**src/rtl/change_dispenser.sv**
```systemverilog
// change_dispenser
// ----------------
// Pays out change and refunds through the coin-return hopper. A requested
// amount (in 0.5-yuan units) is broken down greedily into 10, 5, 1 and
// 0.5 yuan coins. One coin is requested at a time:
//   - each request is held until hop_ack arrives or the ack timeout expires;
//   - consecutive coins are separated by a settle gap.
//
// Ports
//   clk      : system clock, rising edge
//   reset    : asynchronous, active-low reset
//   start    : one-cycle payout request, honoured only while idle
//   amount   : amount to pay, 0.5-yuan units, sampled with start
//   clear    : leaves the FAULT state
//   refill   : reloads every stock counter (stock tracking builds only)
//   hop_ack  : hopper confirms one coin ejected (level, synchronous)
//   hop_req  : one-hot eject request, [3]=10y [2]=5y [1]=1y [0]=0.5y
//   busy     : high in every state except IDLE
//   done     : one-cycle pulse when the payout has completed
//   fault    : high while in FAULT
//   remain   : amount not yet dispensed, 0.5-yuan units
//
// Build option
//   STOCK_TRACK_EN : when defined, keeps an 8-bit stock counter per
//                    denomination. Empty denominations are skipped, and
//                    refill reloads the counters. When undefined, stock
//                    is infinite and refill is ignored.

module change_dispenser #(
    parameter int ACK_TIMEOUT = 1000,
    parameter int GAP_CYCLES  = 16,
    parameter int STOCK_INIT  = 20
) (
    input  logic       clk,
    input  logic       reset,
    input  logic       start,
    input  logic [7:0] amount,
    input  logic       clear,
    input  logic       refill,
    input  logic       hop_ack,
    output logic [3:0] hop_req,
    output logic       busy,
    output logic       done,
    output logic       fault,
    output logic [7:0] remain
);

    localparam logic [2:0] ST_IDLE   = 3'd0;
    localparam logic [2:0] ST_SELECT = 3'd1;
    localparam logic [2:0] ST_REQ    = 3'd2;
    localparam logic [2:0] ST_GAP    = 3'd3;
    localparam logic [2:0] ST_DONE   = 3'd4;
    localparam logic [2:0] ST_FAULT  = 3'd5;

    // One timer serves both the ack timeout and the settle gap.
    localparam int TMAX = (ACK_TIMEOUT > GAP_CYCLES) ? ACK_TIMEOUT : GAP_CYCLES;
    localparam int TW   = $clog2(TMAX + 1);
    localparam logic [TW-1:0] TIMEOUT_LAST = TW'(ACK_TIMEOUT - 1);
    localparam logic [TW-1:0] GAP_LAST     = TW'(GAP_CYCLES - 1);

    logic [2:0]    r_state;
    logic [TW-1:0] r_timer;
    logic [3:0]    r_hop_req;
    logic [7:0]    r_remain;
    logic          r_busy;
    logic          r_done;
    logic          r_fault;

    logic [2:0]    w_state_nxt;
    logic [TW-1:0] w_timer_nxt;
    logic [3:0]    w_hop_nxt;
    logic [7:0]    w_remain_nxt;
    logic [3:0]    w_avail;
    logic [3:0]    w_pick;
    logic [7:0]    w_coin_val;
    logic          w_take;

    // Value in 0.5-yuan units of the coin selected by a one-hot request.
    function automatic logic [7:0] coin_value(input logic [3:0] oh);
        case (oh)
            4'b1000: coin_value = 8'd20;
            4'b0100: coin_value = 8'd10;
            4'b0010: coin_value = 8'd2;
            4'b0001: coin_value = 8'd1;
            default: coin_value = 8'd0;
        endcase
    endfunction

    assign w_coin_val = coin_value(r_hop_req);
    assign w_take     = (r_state == ST_REQ) && hop_ack;

`ifdef STOCK_TRACK_EN
    logic [3:0][7:0] r_stock;

    // Per-denomination stock; a refill wins over a coincident decrement.
    always_ff @(posedge clk or negedge reset) begin
        if (!reset) begin
            for (int i = 0; i < 4; i++) r_stock[i] <= 8'(STOCK_INIT);
        end else if (refill) begin
            for (int i = 0; i < 4; i++) r_stock[i] <= 8'(STOCK_INIT);
        end else if (w_take) begin
            for (int i = 0; i < 4; i++) begin
                if (r_hop_req[i]) r_stock[i] <= r_stock[i] - 8'd1;
            end
        end
    end

    // A denomination may be chosen only while it still has coins.
    always_comb begin
        for (int i = 0; i < 4; i++) w_avail[i] = (r_stock[i] != 8'd0);
    end
`else
    logic w_unused_stock;
    assign w_unused_stock = refill | w_take;
    assign w_avail        = 4'b1111;
`endif

    // Greedy choice: the largest available coin that does not exceed remain.
    always_comb begin
        if (r_remain >= 8'd20 && w_avail[3]) begin
            w_pick = 4'b1000;
        end else if (r_remain >= 8'd10 && w_avail[2]) begin
            w_pick = 4'b0100;
        end else if (r_remain >= 8'd2 && w_avail[1]) begin
            w_pick = 4'b0010;
        end else if (r_remain >= 8'd1 && w_avail[0]) begin
            w_pick = 4'b0001;
        end else begin
            w_pick = 4'b0000;
        end
    end

    // Next-state and next-output computation for the payout sequencer.
    always_comb begin
        w_state_nxt  = r_state;
        w_timer_nxt  = r_timer;
        w_hop_nxt    = r_hop_req;
        w_remain_nxt = r_remain;
        case (r_state)
            ST_IDLE: begin
                if (start) begin
                    w_remain_nxt = amount;
                    w_state_nxt  = ST_SELECT;
                end else begin
                    w_hop_nxt = 4'b0000;
                end
            end
            ST_SELECT: begin
                if (r_remain == 8'd0) begin
                    w_state_nxt = ST_DONE;
                end else if (w_pick != 4'b0000) begin
                    w_hop_nxt   = w_pick;
                    w_timer_nxt = '0;
                    w_state_nxt = ST_REQ;
                end else begin
                    w_state_nxt = ST_FAULT;
                end
            end
            ST_REQ: begin
                // An ack in the timeout cycle still counts as a coin paid.
                if (hop_ack) begin
                    w_remain_nxt = r_remain - w_coin_val;
                    w_hop_nxt    = 4'b0000;
                    w_timer_nxt  = '0;
                    w_state_nxt  = ST_GAP;
                end else if (r_timer == TIMEOUT_LAST) begin
                    w_hop_nxt   = 4'b0000;
                    w_state_nxt = ST_FAULT;
                end else begin
                    w_timer_nxt = r_timer + TW'(1);
                end
            end
            ST_GAP: begin
                if (r_timer == GAP_LAST) begin
                    w_timer_nxt = '0;
                    w_state_nxt = ST_SELECT;
                end else begin
                    w_timer_nxt = r_timer + TW'(1);
                end
            end
            ST_DONE: begin
                w_state_nxt = ST_IDLE;
            end
            ST_FAULT: begin
                w_hop_nxt = 4'b0000;
                if (clear) begin
                    w_remain_nxt = 8'd0;
                    w_state_nxt  = ST_IDLE;
                end else begin
                    w_state_nxt = ST_FAULT;
                end
            end
            default: begin
                w_hop_nxt    = 4'b0000;
                w_remain_nxt = 8'd0;
                w_timer_nxt  = '0;
                w_state_nxt  = ST_IDLE;
            end
        endcase
    end

    // State and registered outputs; flags are decoded from the next state
    // so that they line up with it.
    always_ff @(posedge clk or negedge reset) begin
        if (!reset) begin
            r_state   <= ST_IDLE;
            r_timer   <= '0;
            r_hop_req <= 4'b0000;
            r_remain  <= 8'd0;
            r_busy    <= 1'b0;
            r_done    <= 1'b0;
            r_fault   <= 1'b0;
        end else begin
            r_state   <= w_state_nxt;
            r_timer   <= w_timer_nxt;
            r_hop_req <= w_hop_nxt;
            r_remain  <= w_remain_nxt;
            r_busy    <= (w_state_nxt != ST_IDLE);
            r_done    <= (w_state_nxt == ST_DONE);
            r_fault   <= (w_state_nxt == ST_FAULT);
        end
    end

    assign hop_req = r_hop_req;
    assign busy    = r_busy;
    assign done    = r_done;
    assign fault   = r_fault;
    assign remain  = r_remain;

endmodule
```
**config.mk**
```make
export PLATFORM = sky130hd
export DESIGN_NAME = change_dispenser
export DESIGN_NICKNAME = d
export VERILOG_FILES = /design/src/rtl/change_dispenser.sv
export SDC_FILE = /design/constraint.sdc
export NUM_CORES = 1
export LEC_CHECK = 0
export ABC_AREA = 1
export CORE_MARGIN = 2
export CORE_UTILIZATION = 45
export CTS_CLUSTER_SIZE = 16
export DETAILED_ROUTE_END_ITERATION = 10
export HOLD_SLACK_MARGIN = 0.05
export PLACE_DENSITY = 0.66
export SYNTH_ARGS = -nofsm -noshare
export SYNTH_HDL_FRONTEND = slang
export SYNTH_SLANG_ARGS = --single-unit
```
**constraint.sdc**
```tcl
create_clock -name clk -period 2.1 [get_ports clk]
set_input_delay 0.42 -clock clk [delete_from_list [all_inputs] [get_ports clk]]
set_output_delay 0.42 -clock clk [all_outputs]
set_load 0.02 [all_outputs]
```
==> results of run 1 <==
==> cell families (layout without fill, tap and decap cells) <==
| group | Yosys count | in the layout | synth area share [%] |
|---|---|---|---|
| adder cells (fa/ha/maj) | 7 | 7 | 4.90 |
| XOR/XNOR | 3 | 3 | 1.36 |
| AO/OA/AOI/OAI | 28 | 28 | 9.16 |
| buffers and inverters | 42 | 73 | 8.90 |
| flip-flops | 28 | 28 | 36.1 |
| AND/OR/NAND/NOR | 178 | 178 | 39.5 |
==> through the flow <==
stage | hold WS, ns | setup slack, ns | instances | area [sq um] | power [W]
after floorplan | 0.124 | 0.199 | 286 | 1940 | 0.000551
after global placement | 0.512 | 0.162 | 363 | 2260 | 0.000587
after detailed placement | 0.525 | 0.173 | 363 | 2260 | 0.000586
after CTS | 0.518 | 0.129 | 367 | 2340 | 0.00102
final | 0.504 | 0.195 | 367 | 2340 | 0.00101
after global routing | 0.554 | 0.0490 | 367 | 2340 | 0.00106
==> registers in the layout (all words and copies together), names as in the netlist <==
register / count
r_timer: 10
fault: 1
busy: 1
remain: 8
r_state: 3
hop_req: 4
done: 1
==> cell usage in the layout (no fill, tap or decap), types with 4 or more instances in the layout <==
cell,n
a21oi_1,4
clkdlybuf4s50_1,27
dfrtp_1,28
ha_1,6
inv_1,36
inv_2,4
nand2_1,103
nand2_2,5
nand3_1,29
nand4_1,4
nor2_1,28
o21ai_0,10
o21ai_2,5
==> final timing paths <==
kind / slack (ns) / depth (start not counted) / from / end
setup / recovery: 0.20 / 13 / hop_req[3] / remain[4]
hold reg to reg: 0.54 / 2 / hop_req[0] / hop_req[0]
hold / removal: 0.50 / 2 / reset / hop_req[2]
min in group clk: 0.54 / 2 / hop_req[0] / hop_req[0]
setup reg to reg: 0.20 / 13 / hop_req[3] / remain[4]
max in group asynchronous: 1.33 / 2 / reset / r_timer[3]
==> power groups by stage <==
stage	Sequential (W)	Clock, W	Combinational, W
final	0.000539	0.000440	0.0000358
after global routing	0.000539	0.000476	0.0000408
after CTS	0.000539	0.000448	0.0000372
after detailed placement	0.000549	0	0.0000371
after global placement	0.000549	0	0.0000372
after floorplan	0.000550	0	0.00000141
==> timing repair <==
| action | CTS | global route |
|---|---|---|
| buffers inserted | 0 | 0 |
| setup endpoints to repair | 0 | 1 |
| resized for setup | 0 | 1 |
==> cell usage after synthesis <==
cell      count  area share, %
xnor2_1       2           0.90
o21ai_1       2           0.52
nand4_1       4            1.3
inv_1        36            7.0
buf_6         2            1.2
xor2_1        1           0.45
o211ai_1      1           0.39
nand2_1     103             20
nor3_1        2           0.52
o21ai_0      10            2.6
nor2_8        1            1.0
ha_1          6            3.9
inv_2         4           0.77
a21o_1        1           0.39
o21bai_1      2           0.77
nor2_2        3           0.97
dfrtp_1      28             36
a21oi_1       4            1.0
fa_1          1            1.0
o21ai_2       5            2.3
nand4_2       1           0.65
o21a_1        1           0.39
o31ai_1       1           0.39
nand3_1      29            7.5
nand2_2       5            1.6
nor4_1        1           0.32
or2_1         1           0.32
nor2_1       28            5.4
a22o_1        1           0.45
==> final cells by class <==
class                           instances  area, sq um  share of cell area [%]
Timing Repair Buffer                   29          285                    12.2
Clock buffer                            3         41.3                    1.77
Clock inverter                          1         30.0                    1.28
Sequential cell                        28          701                    30.0
Multi-Input combinational cell        216         1070                    45.7
Inverter                               40          150                    6.42
Tap cell                               50         62.6                    2.68
==> layer usage <==
metal	up-vias	wire length, um	track usage (%)
met2	29	2010	32.2
met5	-	0	0
li1	969	-	-
met3	4	133	1.74
met1	828	2180	25.5
met4	0	75	8.12
==> impl_results.md, run 1 <==
* Sequential Power Share at 53.1%
* Switching power at 0.000199 W
* Num CTS Buffers at 3
* CP cell instances: inv_1, nand2_1, nor3_1, ha_1, inv_1, fa_2, nand2_1, nand3_1, nand2_1, nand2_1, o21ai_0, nand2_1, nand2_1
* Routed wire length per instance at 12.0 um
* Core Region at 4090 sq um
* CTS tree: done
* Area delta synth->final at 20.6%
* Full die area at 4850 sq um
* Comb pwr share at 3.5%
* HP Class: input port to asynchronous set/reset pin
* Via Count at 1830
* Clock-pin slew on the worst setup and hold paths at 0.10 ns
* Worst Path Max Fanout at 4
* Vias in the first global route at 1681
* Initial detailed-routing violation count at 56
* Leak Pwr at 1.22 nW
* I/O Buffers at 27
* Initial antenna violation count at 0
* Die height at 69.7 um
* GR Overflow Total at 0
* I/O pins at 29
* Upper clock frequency limit at 525 MHz
* Synth cell types at 29
* Startpoint Class: flip-flop
* CP required at 2.33 ns
* First-pass GRT wire length at 7.57 mm
* Top Family by Delay on Critical Path: simple AND/OR/NAND/NOR gates
* Total track usage at 19.2%
* CP Class: flip-flop to flip-flop
* Net count after synthesis at 307
* Fin crit period at 1.90 ns
* Final Cycle Share at 90.7%
* Max-Slew Margin vs Limit at 71.8%
* Remaining antenna violation count at 0
* Worst Setup End Kind: flip-flop
* Mean Syn Cell Area at 6.78 sq um
* Maximum VDD drop at 0.272 mV
* Worst path slowest cell: dfrtp_1
* P_int at 0.000815 W
* Row count at 23
* Net count, final at 339
* Layout fillers at 415
* RSZ-0062 raised after global routing: false
* Worst-Skew Late Latency at 0.28 ns
* Clock Skews at 0.00318 ns
* Synthesized flop and latch total at 28
* PD cells at 434 nW/um^2
* H-Tree Depth at 1
* Status: complete, no violations
* Mapped cell area at 1940 sq um
* Die X at 69.7 um
* Synthesized netlist cell count at 286
* Max Cap Violations at 0
* CP max stage delay at 0.42 ns
* Fin util at 57.2%
* Sw Ratio at 19.6%
* Vias per inst at 4.99
* Setup violators final at 0
* Drt first pass iters at 4
* Buffers & Inverters on Critical Path at 2
* GP Congestion at 0.838
* CTS sink cnt at 28
* Hold Buf Count CTS at 0
* CP Data Arrival Time at 2.14 ns
* Initial cell density of the core at 47.5%
* Largest net degree at the start of global routing at 29
* Worst-Margin Slew at 0.419 ns
* Pins Over Slew Limit at 0
* Sequential share of the synthesized area at 36.1%
* Clock Path Buffers at 2
* CTS root buf: clkbuf_8
* Clock power share at 43.4%
* Antenna Diode Count at 0
* Hold violation total from the final report at 0
* Most used cell, CP: nand2_1
* Routed WL at 4.40 mm
* Setup Total Neg Slack at 0 ns
* Post-detail-place hpwl at 3.33 mm
* # DRC at 0
* YS warnings at 0
* Share of cells above drive strength 1 at 8.20%
No activity file was read; power rests on OpenSTA's default activity.
==> inputs of run 2 (changes only) <==
--- a/config.mk
+++ b/config.mk
@@ -6,6 +6,7 @@
 export NUM_CORES = 1
 export LEC_CHECK = 0
 export ABC_AREA = 1
+export CORE_ASPECT_RATIO = 1.2
 export CORE_MARGIN = 2
 export CORE_UTILIZATION = 45
 export CTS_CLUSTER_SIZE = 16
==> run 2 against run 1 <==
  * Combinational power up 2%
  * Global-route usage is 0.41 points higher
  * First-iteration DRC count shrank 13%
  * Highest routed layer unchanged
  * Critical endpoint unchanged
  * Worst setup slack better by 0.0074 ns
  * Die area barely moved
  * Maximum frequency rose by 0.39%
  * Core utilization fell by 1.5 points
  * Routed wire length rose by 0.39%
==> impl_results.md, run 2 (synthesis results as in run 1) <==
* Initial detailed-routing violation count at 49 (was 56)
* Total track usage at 19.6% (was 19.2%)
* Upper clock frequency limit at 527 MHz (was 525 MHz)
* GP Congestion at 0.815 (was 0.838)
* First-pass GRT wire length at 7.74 mm (was 7.57 mm)
* Pins Over Slew Limit at 0 (unchanged)
* Clock Path Buffers at 2 (unchanged)
* Die height at 75.9 um (was 69.7 um)
* Core Region at 4200 sq um (was 4090 sq um)
* Worst Setup End Kind: flip-flop (unchanged)
* Max reg flops at 10 (unchanged)
* Max-Slew Margin vs Limit at 73.8% (was 71.8%)
* Vias in the first global route at 1756 (was 1681)
* CP max stage delay at 0.42 ns (about the same)
* Hold violation total from the final report at 0 (unchanged)
* Layout fillers at 429 (was 415)
* Buffers & Inverters on Critical Path at 2 (unchanged)
* Post-detail-place hpwl at 3.42 mm (was 3.33 mm)
* Design area at 2340 sq um (unchanged)
* CP cell instances: inv_1, nand2_1, nor3_1, ha_1, inv_1, fa_2, nand2_1, nand3_1, nand2_1, nand2_1, o21ai_1, nand2_1, nand2_1 (was inv_1, nand2_1, nor3_1, ha_1, inv_1, fa_2, nand2_1, nand3_1, nand2_1, nand2_1, o21ai_0, nand2_1, nand2_1)
* Worst-Skew Late Latency at 0.28 ns (about the same)
* Largest net degree at the start of global routing at 29 (unchanged)
* Num CTS Buffers at 3 (unchanged)
* Worst-Margin Slew at 0.389 ns (was 0.419 ns)
* CP Class: flip-flop to flip-flop (unchanged)
* Startpoint Class: flip-flop (unchanged)
* Area delta synth->final at 20.6% (unchanged)
* Vias per inst at 4.93 (was 4.99)
* CTS root buf: clkbuf_8 (unchanged)
* Drt first pass iters at 4 (unchanged)
* Cell Area, Placed at 2290 sq um (was 2260 sq um)
* CP Data Arrival Time at 2.12 ns (was 2.14 ns)
* I/O Buffers at 27 (unchanged)
* Worst path slowest cell: dfrtp_1 (unchanged)
* RSZ-0062 raised after global routing: false (unchanged)
* PD cells at 374 nW/um^2 (was 434 nW/um^2)
* Row count at 26 (was 23)
* H-Tree Depth at 1 (unchanged)
* Most used cell, CP: nand2_1 (unchanged)
* Remaining antenna violation count at 0 (unchanged)
* HP Class: input port to asynchronous set/reset pin (unchanged)
* Via Count at 1850 (was 1830)
* Total power at 0.000875 W (was 0.00101 W)
* Share of cells above drive strength 1 at 8.78% (was 8.20%)
* Leak Pwr at 1.22 nW (about the same)
* Worst R2R Setup Slack at 0.20 ns (about the same)
* CTS sink cnt at 28 (unchanged)
* Leading cell type in the layout, fill and taps excluded: nand2_1 (unchanged)
* Top reg by flops: r_timer (unchanged)
* Net count, final at 342 (was 339)
* Maximum VDD drop at 0.223 mV (was 0.272 mV)
* CP required at 2.32 ns (was 2.33 ns)
* Full die area at 4850 sq um (about the same)
* Antenna Diode Count at 0 (unchanged)
* Setup Total Neg Slack at 0 ns (unchanged)
* Initial cell density of the core at 46.2% (was 47.5%)
* Routed wire length per instance at 11.8 um (was 12.0 um)
* GR Overflow Total at 0 (unchanged)
* CTS tree: done (unchanged)
* I/O pins at 29 (unchanged)
* Fin crit period at 1.90 ns (about the same)
* Final Cycle Share at 90.4% (was 90.7%)
* Clock Skews at 0.00615 ns (was 0.00318 ns)
* Status: complete, no violations (unchanged)
* Initial antenna violation count at 0 (unchanged)
* Clock-pin slew on the worst setup and hold paths at 0.10 ns (about the same)
* # DRC at 0 (unchanged)
* Max Cap Violations at 0 (unchanged)
* Hold WS at 0.518 ns (was 0.504 ns)
* Routed WL at 4.41 mm (was 4.40 mm)
* Die X at 63.9 um (was 69.7 um)
* Top Family by Delay on Critical Path: simple AND/OR/NAND/NOR gates (unchanged)
* Setup violators final at 0 (unchanged)
* Worst Path Max Fanout at 4 (unchanged)
* Commonest non-fill, non-tap cells in the layout: 103 x nand2_1, 36 x inv_1, 29 x nand3_1 (unchanged)
==> run 2: path summary, 6_finish.rpt <==
kind,endpoint,cells past startpoint,startpoint
min in group clk,hop_req[0],2,hop_req[0]
hold reg to reg,hop_req[0],2,hop_req[0]
hold / removal,r_timer[5],2,reset
setup / recovery,remain[4],13,hop_req[2]
max in group asynchronous,hop_req[0],2,reset
setup reg to reg,remain[4],13,hop_req[2]
==> run 2: worst reg2reg max path, stage by stage (launching register included) <==
cell,delay [ns]
dfrtp_1,0.42
inv_1,0.08
nand2_1,0.06
nor3_1,0.15
ha_1,0.17
inv_1,0.06
fa_2,0.37
nand2_1,0.08
nand3_1,0.08
nand2_1,0.07
nand2_1,0.05
o21ai_1,0.14
nand2_1,0.06
nand2_1,0.06
==> run 2: cell type report <==
class | instances | area (sq um) | area share, %
Multi-Input combinational cell | 216 | 1070 | 45.7
Tap cell | 56 | 70.1 | 3.00
Clock buffer | 3 | 41.3 | 1.77
Inverter | 40 | 150 | 6.42
Timing Repair Buffer | 32 | 308 | 13.2
Sequential cell | 28 | 701 | 30.0
==> run 2: power by group <==
part           total [W]  internal, W  switching [W]  leakage [nW]
Clock           0.000299     0.000129       0.000170        0.0216
Sequential      0.000539     0.000539              0         0.325
Combinational  0.0000365    0.0000209      0.0000155         0.875
Total           0.000875     0.000689       0.000186          1.22
==> run 2: through the flow <==
step	worst slack, ns	instances	util, %
final	0.203	375	55.7
after global routing	0.0191	375	55.7
after CTS	0.0623	374	55.5
after detailed placement	0.0722	371	54.5
after global placement	0.142	371	54.5
after floorplan	0.199	286	-
==> run 2: repair_timing <==
action	4_1_cts	5_1_grt
hold buffers	0	0
resized for setup	0	2
setup endpoints to repair	0	1
setup buffers	0	1
==> run 2: layer usage <==
layer  vias up  part of all wire, %  global-route usage (%)
met2        34                   49                    33.2
met3         4                  3.7                    2.52
met1       844                   46                    26.0
met4         0                  1.0                    5.43
met5         -                    0                       0
li1        968                    -                       -
==> inputs of run 3 (changes only) <==
--- a/config.mk
+++ b/config.mk
@@ -13,6 +13,7 @@
 export DETAILED_ROUTE_END_ITERATION = 10
 export HOLD_SLACK_MARGIN = 0.05
 export PLACE_DENSITY = 0.66
+export SETUP_SLACK_MARGIN = 0.2
 export SYNTH_ARGS = -nofsm -noshare
 export SYNTH_HDL_FRONTEND = slang
 export SYNTH_SLANG_ARGS = --single-unit
==> run 3 against run 2 <==
  * Count of clock-buffer cells in the layout is 1 higher
  * Non-clock buffer count is 1 higher
  * Worst setup slack better by 0.019 ns
  * Critical path depth is 1 lower
  * Register-to-register slack better by 0.02 ns
==> impl_results.md, run 3 (synthesis results as in run 1) <==
* Status: complete, no violations (unchanged)
* GP Congestion at 0.806 (was 0.815)
* Via Count at 1869 (was 1850)
* Leak Pwr at 1.23 nW (was 1.22 nW)
* Post-detail-place hpwl at 3.41 mm (was 3.42 mm)
* Upper clock frequency limit at 532 MHz (was 527 MHz)
* CTS sink cnt at 28 (unchanged)
* First-pass GRT wire length at 7.78 mm (was 7.74 mm)
* Placement Setup Slack at 0.119 ns (was 0.0722 ns)
* CTS root buf: clkbuf_8 (unchanged)
* Worst R2R Start: hop_req[0] (was hop_req[2])
* Worst-Margin Slew at 0.366 ns (was 0.389 ns)
* Max reg flops at 10 (unchanged)
* Clock Skews at 0.00692 ns (was 0.00615 ns)
* Worst R2R Setup Slack at 0.22 ns (was 0.20 ns)
* Die height at 75.9 um (unchanged)
* Max-Slew Margin vs Limit at 75.4% (was 73.8%)
* Die X at 63.9 um (unchanged)
* Worst Setup End Kind: flip-flop (unchanged)
* Largest net degree at the start of global routing at 29 (unchanged)
* I/O pins at 29 (unchanged)
* Busiest grt layer: met2 (unchanged)
* Num CTS Buffers at 3 (unchanged)
* Initial detailed-routing violation count at 104 (was 49)
* Setup Total Neg Slack at 0 ns (unchanged)
* Final Cycle Share at 89.5% (was 90.4%)
* Clock Path Buffers at 2 (unchanged)
* Vias per inst at 4.96 (was 4.93)
* Fin crit period at 1.88 ns (was 1.90 ns)
* Full die area at 4850 sq um (unchanged)
* GRT met2 Usage at 33.0% (was 33.2%)
* GR Overflow Total at 0 (unchanged)
* Hold violation total from the final report at 0 (unchanged)
* Startpoint Class: flip-flop (unchanged)
* CP Class: flip-flop to flip-flop (unchanged)
* Clock-pin slew on the worst setup and hold paths at 0.11 ns (was 0.10 ns)
* Worst Path Max Fanout at 4 (unchanged)
* Remaining antenna violation count at 0 (unchanged)
* CTS tree: done (unchanged)
* Final cell count without fillers at 377 (was 375)
* Reg2reg path depth at 12 (was 13)
* Total track usage at 19.3% (was 19.6%)
* Cells after DPL at 371 (unchanged)
* Vias in the first global route at 1760 (was 1756)
* PD cells at 379 nW/um^2 (was 374 nW/um^2)
* Routed WL at 4.70 mm (was 4.41 mm)
* Top reg by flops: r_timer (unchanged)
* Drt first pass iters at 4 (unchanged)
* Maximum VDD drop at 0.224 mV (was 0.223 mV)
* Area delta synth->final at 25.6% (was 20.6%)
* Met3 Track Usage GR at 1.63% (was 2.52%)
* Hold WS at 0.528 ns (was 0.518 ns)
* Setup violators final at 0 (unchanged)
* RSZ-0062 raised after global routing: true (was false)
* # DRC at 0 (unchanged)
* Worst-Skew Late Latency at 0.28 ns (about the same)
* Final Worst Setup Slack at 0.221 ns (was 0.203 ns)
* I/O Buffers at 27 (unchanged)
* GR Util met1 at 26.5% (was 26.0%)
* Antenna Diode Count at 0 (unchanged)
* Row count at 26 (unchanged)
* Initial antenna violation count at 0 (unchanged)
* Pins Over Slew Limit at 0 (unchanged)
* Reg2reg end: remain[5] (was remain[4])
* Net count, final at 343 (was 342)
* H-Tree Depth at 1 (unchanged)
* CP required at 2.28 ns (was 2.32 ns)
* Initial cell density of the core at 46.2% (unchanged)
* CP Data Arrival Time at 2.05 ns (was 2.12 ns)
* Max Cap Violations at 0 (unchanged)
* Routed wire length per instance at 12.5 um (was 11.8 um)
* Core Region at 4200 sq um (unchanged)
* Share of cells above drive strength 1 at 15.3% (was 8.78%)
* HP Class: input port to asynchronous set/reset pin (unchanged)
* Leading cell type in the layout, fill and taps excluded: nand2_1 (unchanged)
* Commonest non-fill, non-tap cells in the layout: 101 x nand2_1, 32 x inv_1, 27 x nor2_1, 27 x clkdlybuf4s50_1, 26 x dfrtp_1 (was 103 x nand2_1, 36 x inv_1, 29 x nand3_1)
[run 3: cell count changes in the layout (fill, tap and decap cells not counted), moves of 3 or more]
cell | previous run | this run
nand3_1 | 29 | 24
nand3_2 | 0 | 5
inv_1 | 36 | 32
inv_2 | 4 | 8
ha_1 | 6 | 3
[run 3: per-layer routing]
| metal | wire, um | part of all wire [%] |
|---|---|---|
| met3 | 124 | 2.6 |
| met2 | 2310 | 49 |
| met1 | 2200 | 47 |
| met5 | 0 | 0 |
| met4 | 61 | 1.3 |
[run 3: layout make-up]
type                            instances  area (sq um)
Clock buffer                            4          55.1
Fill cell                             400          1760
Inverter                               40           150
Multi-Input combinational cell        216          1140
Sequential cell                        28           703
Tap cell                               56          70.1
Timing Repair Buffer                   33           315
[run 3: critical path, stage by stage, from the launching register on]
cell and delay [ns]:
dfrtp_1 0.45, nor2_4 0.16, nand3_2 0.09, o21a_1 0.16, ha_1 0.21, a21oi_2 0.19
nand2_2 0.11, nand2_1 0.10, nand3_1 0.07, nand3_1 0.09, nand2_1 0.05, nand2_1 0.05
nand2_1 0.05
[run 3: timing repair]
item | CTS | global route
gates resized for setup | 2 | 20
pin swaps | 0 | 3
buffers inserted | 0 | 2
endpoints found under the setup margin | 3 | 7
hold buffers | 0 | 0
[run 3: worst max path at each step]
stage                    start  slack, ns        end  cells past startpoint
detailed placement  hop_req[3]       0.12  remain[4]                     13
global route        hop_req[0]       0.04  remain[5]                     13
CTS                 hop_req[1]       0.20  remain[5]                     11
finish              hop_req[0]       0.22  remain[5]                     12
floorplan           hop_req[2]       0.20  remain[4]                     13
global placement    hop_req[3]       0.14  remain[4]                     13
[run 3: where the power goes]
| group | internal, W | total, W | switching, W | leakage (nW) |
|---|---|---|---|---|
| Clock | 0.000168 | 0.000348 | 0.000179 | 0.0288 |
| Combinational | 0.0000209 | 0.0000362 | 0.0000153 | 0.880 |
| Sequential | 0.000539 | 0.000539 | 0 | 0.324 |
[run 3: metrics by stage]
stage	total power, W	utilization (%)	instance area, sq um
4_1_cts	0.000931	56.0	2350
3_5_place_dp	0.000587	54.5	2290
6_report	0.000922	58.1	2440
5_1_grt	0.000950	58.1	2440
2_1_floorplan	0.000551	-	1940
3_3_place_gp	0.000587	54.5	2290
